`src/rtl/bg_mem_pkg.sv`:
```
// Shared types and sizes for the background frame memory arbiter.
package bg_mem_pkg;

    localparam int ADDR_W = 19;
    localparam int DATA_W = 8;
    localparam int PIXELS = 307200;

    typedef enum logic [1:0] {
        OWN_NONE = 2'd0,
        OWN_VGA  = 2'd1,
        OWN_HOST = 2'd2
    } owner_e;

    typedef enum logic [1:0] {
        FS_IDLE = 2'd0,
        FS_FILL = 2'd1,
        FS_DONE = 2'd2
    } fill_state_e;

    // zero marks a host read outside the frame: it was never issued and returns 0x00
    typedef struct packed {
        owner_e owner;
        logic   zero;
    } rd_tag_t;

endpackage

```
`src/rtl/bg_rd_return.sv`:
```
// Read-return path: tracks the owner of each issued read and steers mem_readdata
// back to that requester once the memory's fixed latency has elapsed.
module bg_rd_return
    import bg_mem_pkg::*;
#(
    parameter int READ_LATENCY = 1
) (
    input  logic              clk,
    input  logic              rst_n,
    input  rd_tag_t           issue_tag,
    input  logic [DATA_W-1:0] mem_readdata,
    output logic              vga_rvalid,
    output logic [DATA_W-1:0] vga_rdata,
    output logic              host_rvalid,
    output logic [DATA_W-1:0] host_rdata
);

    rd_tag_t [READ_LATENCY:0] tag_q, tag_d;
    rd_tag_t                  ret_tag;
    logic [DATA_W-1:0]        ret_data;
    logic [DATA_W-1:0]        vga_rdata_q, vga_rdata_d;
    logic [DATA_W-1:0]        host_rdata_q, host_rdata_d;

    always_comb begin
        tag_d[0] = issue_tag;
        for (int i = 1; i <= READ_LATENCY; i++) begin
            tag_d[i] = tag_q[i-1];
        end
        ret_tag  = tag_q[READ_LATENCY];
        ret_data = ret_tag.zero ? '0 : mem_readdata;

        vga_rvalid   = (ret_tag.owner == OWN_VGA);
        host_rvalid  = (ret_tag.owner == OWN_HOST);
        vga_rdata_d  = vga_rvalid  ? ret_data : vga_rdata_q;
        host_rdata_d = host_rvalid ? ret_data : host_rdata_q;
        vga_rdata    = vga_rdata_d;
        host_rdata   = host_rdata_d;
    end

    always_ff @(posedge clk or negedge rst_n) begin
        if (!rst_n) begin
            tag_q        <= '0;
            vga_rdata_q  <= '0;
            host_rdata_q <= '0;
        end else begin
            tag_q        <= tag_d;
            vga_rdata_q  <= vga_rdata_d;
            host_rdata_q <= host_rdata_d;
        end
    end

endmodule

```
`src/rtl/bg_mem_arbiter.sv`:
```
// Arbitrates the background frame memory between VGA fetch, host port and the
// frame fill engine; VGA has priority, a starvation counter guarantees the others a slot.
module bg_mem_arbiter #(
    parameter int PIXELS       = bg_mem_pkg::PIXELS,
    parameter int READ_LATENCY = 1,
    parameter int MAX_WAIT     = 8
) (
    input  logic                          clk,
    input  logic                          rst_n,
    input  logic                          vga_req,
    input  logic [bg_mem_pkg::ADDR_W-1:0] vga_addr,
    output logic                          vga_gnt,
    output logic                          vga_rvalid,
    output logic [bg_mem_pkg::DATA_W-1:0] vga_rdata,
    input  logic                          host_req,
    input  logic                          host_we,
    input  logic [bg_mem_pkg::ADDR_W-1:0] host_addr,
    input  logic [bg_mem_pkg::DATA_W-1:0] host_wdata,
    output logic                          host_gnt,
    output logic                          host_rvalid,
    output logic [bg_mem_pkg::DATA_W-1:0] host_rdata,
    input  logic                          fill_start,
    input  logic [bg_mem_pkg::DATA_W-1:0] fill_color,
    output logic                          fill_busy,
    output logic                          fill_done,
    output logic [bg_mem_pkg::ADDR_W-1:0] mem_address,
    output logic                          mem_chipselect,
    output logic                          mem_write,
    output logic [bg_mem_pkg::DATA_W-1:0] mem_writedata,
    output logic                          mem_clken,
    input  logic [bg_mem_pkg::DATA_W-1:0] mem_readdata
);

    import bg_mem_pkg::*;

    localparam int                SW        = $clog2(MAX_WAIT + 1);
    localparam logic [ADDR_W-1:0] LAST_ADDR = ADDR_W'(PIXELS - 1);
    localparam logic [SW-1:0]     WAIT_MAX  = SW'(MAX_WAIT);

    fill_state_e       state_q, state_d;
    logic [ADDR_W-1:0] fill_addr_q, fill_addr_d;
    logic [DATA_W-1:0] fill_color_q, fill_color_d;
    logic [SW-1:0]     starve_cnt_q, starve_cnt_d;
    logic [ADDR_W-1:0] mem_address_q, mem_address_d;
    logic              mem_cs_q, mem_cs_d;
    logic              mem_we_q, mem_we_d;
    logic [DATA_W-1:0] mem_wdata_q, mem_wdata_d;

    logic    sec_req, sec_gnt, force_sec, host_in_range;
    rd_tag_t issue_tag;

    always_comb begin
        fill_busy     = (state_q != FS_IDLE);
        fill_done     = (state_q == FS_DONE);
        sec_req       = fill_busy ? (state_q == FS_FILL) : host_req;
        force_sec     = (starve_cnt_q == WAIT_MAX);
        sec_gnt       = sec_req && (!vga_req || force_sec);
        vga_gnt       = vga_req && !sec_gnt;
        host_gnt      = sec_gnt && !fill_busy;
        host_in_range = (host_addr <= LAST_ADDR);

        starve_cnt_d = starve_cnt_q;
        if (sec_gnt) begin
            starve_cnt_d = '0;
        end else if (sec_req && !force_sec) begin
            starve_cnt_d = starve_cnt_q + 1'b1;
        end
    end

    // Next memory access; address/data hold when idle to avoid needless toggling
    always_comb begin
        mem_cs_d      = 1'b0;
        mem_we_d      = 1'b0;
        mem_address_d = mem_address_q;
        mem_wdata_d   = mem_wdata_q;
        issue_tag     = '0;
        if (vga_gnt) begin
            mem_cs_d        = 1'b1;
            mem_address_d   = vga_addr;
            issue_tag.owner = OWN_VGA;
        end else if (host_gnt) begin
            if (host_in_range) begin
                mem_cs_d      = 1'b1;
                mem_we_d      = host_we;
                mem_address_d = host_addr;
                mem_wdata_d   = host_wdata;
            end
            if (!host_we) begin
                issue_tag.owner = OWN_HOST;
                issue_tag.zero  = !host_in_range;
            end
        end else if (sec_gnt) begin
            mem_cs_d      = 1'b1;
            mem_we_d      = 1'b1;
            mem_address_d = fill_addr_q;
            mem_wdata_d   = fill_color_q;
        end
    end

    always_comb begin
        state_d      = state_q;
        fill_addr_d  = fill_addr_q;
        fill_color_d = fill_color_q;
        case (state_q)
            FS_IDLE: begin
                if (fill_start) begin
                    fill_color_d = fill_color;
                    fill_addr_d  = '0;
                    state_d      = FS_FILL;
                end
            end
            FS_FILL: begin
                if (sec_gnt) begin
                    fill_addr_d = fill_addr_q + 1'b1;
                    if (fill_addr_q == LAST_ADDR) begin
                        state_d = FS_DONE;
                    end
                end
            end
            FS_DONE: state_d = FS_IDLE;
            default: state_d = FS_IDLE;
        endcase
    end

    always_ff @(posedge clk or negedge rst_n) begin
        if (!rst_n) begin
            state_q       <= FS_IDLE;
            fill_addr_q   <= '0;
            fill_color_q  <= '0;
            starve_cnt_q  <= '0;
            mem_address_q <= '0;
            mem_cs_q      <= 1'b0;
            mem_we_q      <= 1'b0;
            mem_wdata_q   <= '0;
        end else begin
            state_q       <= state_d;
            fill_addr_q   <= fill_addr_d;
            fill_color_q  <= fill_color_d;
            starve_cnt_q  <= starve_cnt_d;
            mem_address_q <= mem_address_d;
            mem_cs_q      <= mem_cs_d;
            mem_we_q      <= mem_we_d;
            mem_wdata_q   <= mem_wdata_d;
        end
    end

    assign mem_address    = mem_address_q;
    assign mem_chipselect = mem_cs_q;
    assign mem_write      = mem_we_q;
    assign mem_writedata  = mem_wdata_q;
    assign mem_clken      = 1'b1;

    bg_rd_return #(
        .READ_LATENCY(READ_LATENCY)
    ) u_rd_return (
        .clk         (clk),
        .rst_n       (rst_n),
        .issue_tag   (issue_tag),
        .mem_readdata(mem_readdata),
        .vga_rvalid  (vga_rvalid),
        .vga_rdata   (vga_rdata),
        .host_rvalid (host_rvalid),
        .host_rdata  (host_rdata)
    );

endmodule

```
`config.mk`:
```
export PLATFORM = sky130hd
export DESIGN_NAME = bg_mem_arbiter
export DESIGN_NICKNAME = d
export VERILOG_FILES = /design/src/rtl/bg_mem_pkg.sv /design/src/rtl/bg_rd_return.sv /design/src/rtl/bg_mem_arbiter.sv
export SDC_FILE = /design/constraint.sdc
export NUM_CORES = 1
export LEC_CHECK = 0
export ABC_AREA = 0
export CAP_MARGIN = 20
export CORE_UTILIZATION = 44
export DETAILED_ROUTE_END_ITERATION = 8
export PLACE_DENSITY = 0.77
export RECOVER_POWER = 25
export SLEW_MARGIN = 0
export SYNTH_ARGS = -nofsm -noshare
export SYNTH_HDL_FRONTEND = slang
export SYNTH_HIERARCHICAL = 1
export SYNTH_SLANG_ARGS = --single-unit
```
`constraint.sdc`:
```
create_clock -name clk -period 1.9 [get_ports clk]
set_input_delay 0.38 -clock clk [delete_from_list [all_inputs] [get_ports clk]]
set_output_delay 0.38 -clock clk [all_outputs]
set_load 0.05 [all_outputs]
```
==> results of run 1 <==
## worst paths after layout
check                                         endpoint  slack [ns]            startpoint  cells after the start
worst max-delay path                          host_gnt       -0.12       starve_cnt_q[0]                      7
worst min-delay path            u_rd_return/ret_tag[2]        0.35  u_rd_return/tag_d[5]                      0
worst max register to register         fill_addr_q[17]       -0.09       starve_cnt_q[0]                      7
worst min register to register  u_rd_return/ret_tag[2]        0.35  u_rd_return/tag_d[5]                      0
max in group asynchronous                   state_q[1]        0.19                 rst_n                      3
min in group asynchronous              mem_address[18]        0.57                 rst_n                      2
## worst register-to-register path: cells and delay by family, from the launching register on
family / cells / cell delay [ns]
DFF: 1 / 0.40
buffers and inverters: 2 / 0.27
and+or+nand+nor: 2 / 0.63
AOI/OAI and AO/OA: 2 / 0.49
adders and majority gates: 1 / 0.12
## logic make-up after synthesis
group / synth area share
compound gates: 0.178
xor+xnor: 0.00197
fa+ha+maj: 0.00844
buf+inv: 0.0577
flops: 0.473
mux: 0.0892
other cells: 0.000843
simple gates: 0.192
## area by class of cell
class | instances | share of cell area
Clock buffer | 11 | 0.0221
Sequential cell | 84 | 0.307
Multi-Input combinational cell | 307 | 0.336
Timing Repair Buffer | 193 | 0.296
Clock inverter | 5 | 0.00950
Inverter | 9 | 0.00493
Tap cell | 133 | 0.0243
## synthesized netlist by cell type (all sizes together) (5+ instances only)
master / count / area [µm²]
nand2: 52 / 195
o31ai: 25 / 188
nor2b: 25 / 171
a2111oi: 18 / 158
o21ai: 22 / 110
nor2: 14 / 55.1
a21oi: 31 / 155
nor4: 6 / 43.8
nand3: 10 / 50.1
or4: 5 / 37.5
dfrtp: 84 / 2100
nand4: 8 / 56.3
clkbuf: 18 / 71.3
mux2i: 10 / 100
buf: 17 / 151
inv: 8 / 30.0
mux2: 21 / 297
## per-stage QoR
step                      instance area [µm²]  worst slack [ns]  std cells  power (mW)  TNS (ns)
after floorplan                          4470           0.00108        435        4.00         0
after global placement                   6260            -0.416        706        5.18    -13.34
after detailed placement                 6260            -0.535        706        5.26    -16.21
after CTS                                6700            -0.113        740        6.64     -1.42
after global routing                     6850            -0.164        742        7.00     -4.82
final                                    6850            -0.117        742        6.71     -1.80
## power breakdown
group,leakage (nW),internal [mW],switching [mW]
logic,1.83,1.28,1.67
registers,1.06,2.15,0.237
clock network,0.111,0.696,0.679
total,3.00,4.12,2.58
## flip-flops by register name, indices dropped and copies added (netlist names)
register	flops
fill_addr_q	19
fill_color_q	8
mem_address	19
mem_chipselect	1
mem_write	1
mem_writedata	8
starve_cnt_q	4
state_q	2
u_rd_return/host_rdata_q	8
u_rd_return/ret_tag	3
u_rd_return/tag_d	3
u_rd_return/vga_rdata_q	8
## metal layers
metal / vias to the layer above / track usage / routed length, µm
met3: 29 / 0.0536 / 871
li1: 1931 / - / -
met4: 0 / 0.0934 / 325
met2: 176 / 0.438 / 6870
met5: - / 0 / 0
met1: 2081 / 0.299 / 5400
## timing repair
action,in CTS,in global routing
hold endpoints to repair,25,0
pin swaps,2,3
resized for setup,35,39
gates cloned,0,0
buffers inserted,17,2
hold buffers,1,0
endpoints found under the setup margin,72,64
==> summary.txt, run 1 <==
Outcome
  – Outcome: finished, violations left
  – Failing checks: negative setup slack

Clocking
  – Clock latency on the worst-skew pair: around 0.37 ns
  – Clock buffer depth: 2
  – CTS tree: yes
  – CTS Buf Count: 9
  – Clock Tree Root: clkbuf_8
  – CTS H-Tree Depth: 3
  – Clk slew on worst S/H paths: roughly 0.10 ns
  – Clock sinks: 84

Global route
  – Vias in the first global route: between 4,000 and 5,000
  – Largest net degree at the start of global routing: 43
  – All-layer global routing usage: 0.249
  – Gr ovfl total: 0
  – First-pass GRT wire length: 20,100 µm
  – Initial antenna violation count: 0

Route
  – Routed Antenna Nets: 0
  – 1st-iter DRT viols: 260
  – Vias: around 4,200
  – Wire length per cell: about 18 µm
  – DR DRC count: 0
  – Drt pass-1 iters: 4
  – Routed WL: about 13,000 µm
  – Vias/cell: between 5 and 6

STA
  – Hold Violations, Final: 0
  – Slew @ Worst Pin: between 0.6 and 0.7 ns
  – Clock Skew: ~0.016 ns
  – Period minus WS final: 2.02 ns
  – Setup ws final: -0.117 ns
  – Fin crit share: 1.06
  – Hold slack: around 0.35 ns
  – Worst rel slew slack: 0.555
  – Max frequency: between 400 and 500 MHz
  – Fin. max-slew vios: 0
  – Unrepaired setup endpoints after global routing: yes
  – Final setup fails: 24

Cells and area
  – Fin util: 0.701
  – Commonest cells after routing, fill and taps aside: dfrtp_1 (82), buf_4 (75), clkdlybuf4s50_1 (65)
  – Multi-input gate area in the final layout: between 0.002 and 0.0025 mm²
  – Layout cells sized above 1: 0.315
  – Most common cell after layout, fill and taps aside: dfrtp_1
  – Nets: roughly 680
  – # fillers: 708
  – Area grow syn2layout: 54.0%
  – Register area: around 0.0021 mm²
  – Ant diodes: 0

Synthesis
  – Yosys reg bits: 84
  – EDFF count, synth: 0
  – Sequential-to-total area share from yosys stat: 0.473
  – Post-synthesis area per instance: just over 10 µm²
  – Syn Std Cell Area: 0.00445 mm²
  – Ys async rst share: 1.00
  – Synth cell types: 66
  – Cell count after synthesis: 435
  – Yosys warns: 6
  – Top_reg_cell synth: dfrtp_1
  – Synthesized net count: ~510

Floorplan
  – Core area: approximately 0.01 mm²
  – DIE WIDTH: around 100 µm
  – Die area: between 0.01 and 0.015 mm²
  – IO Count: between 100 and 150
  – Die height: ~100 µm
  – Cell row count: 36
  – Starting Density: 0.455

Placed design
  – RePlAce Congestion: 0.922
  – Port buffer count: between 100 and 150
  – Dpl hpwl: about 9600 µm

Min path
  – HP Class: reg -> reg

Worst setup path
  – Crit path capture type: output pin
  – Most Frequent Cell on Critical Path: buf_6
  – Crit Path Category: reg -> out
  – Max stage delay cell, worst path: dfrtp_1
  – Critical path cell sequence: inv_2 > ha_4 > nand3b_1 > buf_6 > a21oi_2 > buf_6 > buf_12
  – Delay-heaviest family, CP: buffers and inverters
  – Critical path data arrival time: ~1.6 ns
  – Largest stage delay on the critical path: approximately 0.40 ns
  – CP required: 1.52 ns
  – Critical path startpoint category: flip-flop
  – Worst-path fanout max: 4
  – Worst Path Buf+Inv: 4

Job
  – Max-cap violation count: 0

Pwr
  – Cell Pwr Density: between 900 and 1000 mW/mm²
  – Worst IR Drop VDD: ~0.53 mV
  – Leak: about 3.0 nW
Power figures use the tool's default switching activity.
==> inputs of run 2 (changes only) <==
==> constraint.sdc (replaced) <==
create_clock -name clk -period 1.9 [get_ports clk]
set_input_delay 0.38 -clock clk [delete_from_list [all_inputs] [get_ports clk]]
set_output_delay 0.38 -clock clk [all_outputs]
set_load 0.1 [all_outputs]
==> run 2 against run 1 <==
The flow still finishes with violations (negative setup slack). Global-route usage rose by 3.9 points. Maximum frequency is 8.4% lower. Register-to-register slack lost 0.21 ns. Die area unchanged. Critical endpoint is now mem_address[16]. Highest routed layer unchanged.
==> summary.txt, run 2 (same netlist as run 1, synthesis figures left out) <==
Floorplan
  – Starting Density: 0.455
  – DIE WIDTH: ~100 µm
  – IO Count: 120
  – Die height: 103 µm
  – Cell row count: 36
  – Die area: 0.0105 mm²
  – Core area: between 0.009 and 0.01 mm²

Job
  – Max-cap violation count: 0

Global route
  – Vias in the first global route: approximately 4,400
  – Initial antenna violation count: 0
  – All-layer global routing usage: 0.288
  – First-pass GRT wire length: between 20,000 and 25,000 µm
  – Gr ovfl total: 0
  – Largest net degree at the start of global routing: 51

Cells and area
  – Area grow syn2layout: 65.2%
  – Multi-input gate area in the final layout: between 0.002 and 0.0025 mm²
  – Register area: between 0.002 and 0.0025 mm²
  – # fillers: 571
  – Most common cell after layout, fill and taps aside: buf_4
  – Final std cells w/o fill: around 760
  – Commonest cells after routing, fill and taps aside: buf_4 (89), dfrtp_1 (82), clkdlybuf4s50_1 (65)
  – Layout cells sized above 1: 0.368
  – Nets: between 600 and 700
  – Ant diodes: 0

STA
  – Setup ws final: -0.302 ns
  – Hold Violations, Final: 0
  – Max frequency: 454 MHz
  – Unrepaired setup endpoints after global routing: yes
  – Final setup fails: a little under 60
  – Period minus WS final: between 2 and 2.5 ns
  – Worst rel slew slack: 0.455
  – Slew @ Worst Pin: ~0.8 ns
  – Clock Skew: a little over 0.01 ns
  – Fin crit share: 1.16
  – Fin. max-slew vios: 0
  – Hold slack: 0.360 ns

Worst setup path
  – Crit path capture type: flip-flop
  – CP required: 2.14 ns
  – Worst-path fanout max: 7
  – Worst R2R Path Depth: 10
  – Flop2flop setup slack: -0.30 ns
  – Worst Setup SP: starve_cnt_q[1]
  – Critical path data arrival time: approximately 2.4 ns
  – Worst r2r src: starve_cnt_q[1]
  – Critical path startpoint category: flip-flop
  – Crit Path Category: reg -> reg
  – Worst Setup EP: mem_address[16]
  – Reg2reg end: mem_address[16]

Route
  – Vias/cell: slightly below 6
  – Drt pass-1 iters: 7
  – DR DRC count: 0
  – 1st-iter DRT viols: between 300 and 400
  – Routed WL: 15,800 µm
  – Routed Antenna Nets: 0
  – Vias: between 4,000 and 5,000
  – Wire length per cell: 20.7 µm

Placed design
  – RePlAce Congestion: approximately 0.90
  – Inst Count DP: 717
  – Port buffer count: about 120
  – Dpl hpwl: 9790 µm

Min path
  – HP Class: reg -> reg

Clocking
  – Clock sinks: 84
  – CTS tree: yes
  – Clock Tree Root: clkbuf_8
  – Clock latency on the worst-skew pair: approximately 0.36 ns
  – Clk slew on worst S/H paths: roughly 0.090 ns
  – CTS Buf Count: 9
  – Clock buffer depth: 2
  – CTS H-Tree Depth: 3

Outcome
  – Outcome: finished, violations left
  – Failing checks: negative setup slack

Pwr
  – Cell Pwr Density: 1100 mW/mm²
  – Leak: roughly 3.2 nW
  – Worst IR Drop VDD: between 0.7 and 0.8 mV
==> run 2: cell types whose count changed in the layout (fill, tap and decap cells not counted), sizes merged <==
cell and delta:
clkinv -1, clkbuf -1, bufinv +1, clkinvlp +1
a31o +1, buf +35, dlymetal6s2s -2, dlygate4sd2 -13
==> run 2: power breakdown <==
part           internal [mW]  total [mW]  leakage (nW)  switching [mW]
logic                   1.53        4.17          2.00            2.64
clock network          0.756        1.46         0.108           0.706
registers               2.15        2.44          1.06           0.296
total                   4.43        8.07          3.17            3.64
==> run 2: worst max-delay path: stages, from the launching register on <==
cell       delay, ns
dfrtp_1         0.41
inv_2           0.06
ha_1            0.13
nand3b_1        0.17
buf_4           0.22
a21o_1          0.22
buf_12          0.15
buf_4           0.16
a2111oi_2       0.29
buf_4           0.19
o31ai_1         0.06
==> run 2: what timing repair did <==
action,CTS,global route
gates cloned,2,0
resized for setup,60,22
pin swaps,5,3
setup buffers,21,7
hold buffers,1,0
endpoints found under the setup margin,61,65
hold endpoints to repair,13,0
==> run 2: area by class of cell <==
type / instances / area share
clock inverters: 6 / 0.0128
multi-input cells: 308 / 0.331
well taps: 133 / 0.0226
flip-flops and latches: 84 / 0.286
repair buffers: 213 / 0.325
inverters: 9 / 0.00460
clock buffers: 10 / 0.0174
==> run 2: how the worst min path moves through the flow <==
stage | from | end | slack [ns] | cells past startpoint
after detailed placement | rst_n | u_rd_return/host_rdata_q[0] | 0.25 | 1
after global placement | rst_n | u_rd_return/host_rdata_q[0] | 0.25 | 1
final | u_rd_return/tag_d[4] | u_rd_return/ret_tag[1] | 0.36 | 0
after floorplan | rst_n | fill_addr_q[0] | 0.08 | 0
after global routing | u_rd_return/tag_d[4] | u_rd_return/ret_tag[1] | 0.38 | 0
after CTS | u_rd_return/tag_d[4] | u_rd_return/ret_tag[1] | 0.36 | 0
==> run 2: per-stage QoR <==
step / utilization / TNS, ns / area (µm²) / power (mW) / setup slack [ns]
detailed placement: 0.664 / -15.68 / 6490 / 6.28 / -0.618
CTS: 0.735 / -5.05 / 7190 / 7.91 / -0.233
global placement: 0.664 / -13.55 / 6490 / 6.18 / -0.490
floorplan: - / -0.368 / 4460 / 4.85 / -0.134
finish: 0.752 / -7.25 / 7350 / 8.07 / -0.302
global route: 0.752 / -12.60 / 7350 / 8.37 / -0.444
==> run 2: per-layer routing <==
metal  wire length (µm)  vias to the layer above  track usage  share of wire
met1               5910                     2170        0.345           0.37
met2               8140                      228        0.517           0.51
li1                   -                     1975            -              -
met3               1160                       62       0.0502          0.073
met5                  0                        -            0              0
met4                625                        0        0.105          0.039
==> inputs of run 3 (changes only) <==
- CORE_ASPECT_RATIO: not set -> 0.8
- GPL_TIMING_DRIVEN: not set -> 0
==> run 3 against run 2 <==
The run still ends with negative setup slack left. Setup slack improved by 0.079 ns. Hold slack got worse by 0.011 ns. Non-clock buffer count fell by 33. Sequential cell count did not move. Global-route usage fell by 0.31 points. Cell count fell by 4.2%. Critical path depth fell by 5. Sequential power barely moved. Highest routed layer unchanged. Clock skew fell by 0.0039 ns.
==> summary.txt, run 3 (same netlist as run 1, synthesis figures left out) <==
Floorplan
  – Die area: between 0.01 and 0.015 mm²
  – IO Count: 120
  – Cell row count: 32
  – Starting Density: 0.457
  – DIE WIDTH: between 100 and 150 µm
  – Core area: approximately 0.0097 mm²
  – Die height: 91.9 µm

Pwr
  – Leak: roughly 2.9 nW
  – Combinational cell fraction of total power: 0.484
  – Sequential power share: 0.301
  – Clock power share: 0.215
  – Switching power summed over all nets: between 3 and 4 mW
  – Sw Ratio: 0.448
  – Cell Pwr Density: between 1000 and 1500 mW/mm²
  – Pint: between 4 and 5 mW
  – Worst IR Drop VDD: between 0.7 and 0.8 mV

Route
  – Routed WL: 14,600 µm
  – WL met1: between 5000 and 6000 µm
  – Wire length per cell: 19.9 µm
  – Routed Antenna Nets: 0
  – Vias: approximately 4,200
  – 1st-iter DRT viols: 378
  – Drt pass-1 iters: 5
  – Top routing layer used: met4
  – Vias/cell: roughly 5.7
  – DR WL met2: 7380 µm
  – WL met3: between 1000 and 1500 µm
  – DR DRC count: 0

Worst setup path
  – Flop2flop setup slack: -0.20 ns
  – CP required: between 1.5 and 2 ns
  – Critical path cell sequence: buf_6 > or3b_4 > a21oi_4 > buf_6 > buf_12
  – Crit Path Category: reg -> out
  – Crit path capture type: output pin
  – Worst R2R Path Depth: 8
  – Delay-heaviest family, CP: buffers and inverters
  – Worst r2r src: starve_cnt_q[1]
  – Critical path data arrival time: roughly 1.7 ns
  – Worst-path fanout max: 6
  – Max stage delay cell, worst path: or3b_4
  – Reg2reg end: fill_addr_q[18]
  – Critical path startpoint category: flip-flop
  – Worst Path Buf+Inv: 3
  – Most Frequent Cell on Critical Path: buf_6
  – Crit path depth: 5
  – Largest stage delay on the critical path: between 0.4 and 0.5 ns

Min path
  – Worst Hold End: u_rd_return/ret_tag[2]
  – Hold path cells: 0
  – HP Class: reg -> reg
  – HP Start: u_rd_return/tag_d[5]

Clocking
  – CTS Buf Count: 9
  – Clock buffer depth: 2
  – Clock Tree Root: clkbuf_16
  – Clock sinks: 84
  – CTS tree: yes
  – Clock latency on the worst-skew pair: 0.35 ns
  – CTS H-Tree Depth: 3
  – Clk slew on worst S/H paths: about 0.060 ns

Placed design
  – Dpl hpwl: around 9100 µm
  – Area post-placement: roughly 0.0058 mm²
  – RePlAce Congestion: between 0.8 and 0.9
  – Port buffer count: ~120
  – Pre-CTS WS: -1.52 ns

STA
  – Fin. max-slew vios: 0
  – Max frequency: 471 MHz
  – Unrepaired setup endpoints after global routing: yes
  – Hold Violations, Final: 0
  – Fin crit share: 1.12
  – Final setup fails: 30
  – Worst rel slew slack: 0.374
  – Clock Skew: approximately 0.0062 ns
  – Period minus WS final: 2.12 ns
  – Slew @ Worst Pin: approximately 0.94 ns
  – Setup ws final: -0.223 ns

Cells and area
  – Area grow syn2layout: 58.3%
  – Commonest cells after routing, fill and taps aside: dfrtp_1 (82), clkdlybuf4s50_1 (63), nand2_1 (51)
  – Nets: between 600 and 700
  – Layout cells sized above 1: 0.355
  – Ant diodes: 0
  – # fillers: 630
  – Post-layout instance area: 0.00704 mm²
  – Most common cell after layout, fill and taps aside: dfrtp_1

Global route
  – Gr ovfl total: 0
  – Vias in the first global route: approximately 4,200
  – Largest net degree at the start of global routing: 64
  – All-layer global routing usage: 0.285
  – First-pass GRT wire length: around 22,000 µm
  – Initial antenna violation count: 0

Outcome
  – Failing checks: negative setup slack
  – Outcome: finished, violations left

Job
  – Max-cap violation count: 0
==> run 3: cell count changes in the layout (fill, tap and decap cells not counted), moves of 4 or more <==
| cell | previous run | this run |
|---|---|---|
| o31ai_2 | 1 | 11 |
| buf_2 | 0 | 6 |
| a21oi_2 | 0 | 4 |
| clkbuf_2 | 0 | 9 |
| a2111oi_2 | 10 | 6 |
| buf_12 | 46 | 21 |
| clkbuf_8 | 9 | 0 |
| buf_4 | 89 | 33 |
| clkbuf_16 | 1 | 9 |
| a21oi_1 | 30 | 26 |
| a2111oi_1 | 0 | 4 |
| clkdlybuf4s15_2 | 0 | 24 |
| o31ai_1 | 24 | 13 |
==> run 3: final cells by class <==
type	instances	area, µm²	share of cell area
plain buffers	32	280	0.0398
clock buffers	11	233	0.0330
clock inverters	4	51.3	0.00728
inverters	9	33.8	0.00480
multi-input cells	307	2550	0.362
flip-flops and latches	84	2100	0.299
well taps	136	170	0.0242
repair buffers	148	1620	0.230
==> run 3: repair_timing <==
item                                    4_1_cts  5_1_grt
buffers inserted                             22        7
hold buffers                                  1        0
gates cloned                                  1        0
pin swaps                                     5        6
endpoints found under the setup margin       98       81
hold endpoints to repair                     21        0
resized for setup                           350       83
==> run 3: how the worst max path moves through the flow <==
stage	endpoint	from
after floorplan	fill_done	state_q[0]
after global placement	fill_color_q[5]	rst_n
after detailed placement	host_gnt	host_req
after CTS	host_gnt	state_q[0]
after global routing	fill_addr_q[18]	starve_cnt_q[1]
final	host_gnt	state_q[0]
==> run 3: worst register-to-register path, stage by stage (launching register included) <==
cell and delay, ns:
dfrtp_1 0.39, inv_2 0.08, ha_4 0.12, nand3b_1 0.14
buf_6 0.18, a31o_2 0.29, buf_8 0.17, nor4_4 0.25
mux2_2 0.36
==> run 3: power by group through the flow <==
stage / clock network (mW) / logic [mW] / registers (mW)
after floorplan: 0 / 1.58 / 3.27
after global placement: 0 / 3.29 / 2.40
after detailed placement: 0 / 3.34 / 2.43
after CTS: 1.74 / 3.77 / 2.41
after global routing: 1.83 / 4.09 / 2.46
final: 1.74 / 3.91 / 2.43
==> run 3: metrics by stage <==
stage	utilization	hold slack [ns]	TNS, ns	power, mW	std cells
6_report	0.724	0.350	-3.22	8.09	731
5_1_grt	0.724	0.353	-4.94	8.38	731
4_1_cts	0.704	0.349	-2.94	7.92	728
3_5_place_dp	0.600	0.302	-41.22	5.76	690
3_3_place_gp	0.597	0.332	-250.47	5.69	689
2_1_floorplan	-	0.0844	-0.368	4.85	435
==> run 3: routing by layer <==
layer,GRT usage,vias up
met5,0,-
met4,0.101,0
met3,0.0621,38
met2,0.479,216
met1,0.361,2049
li1,-,1899
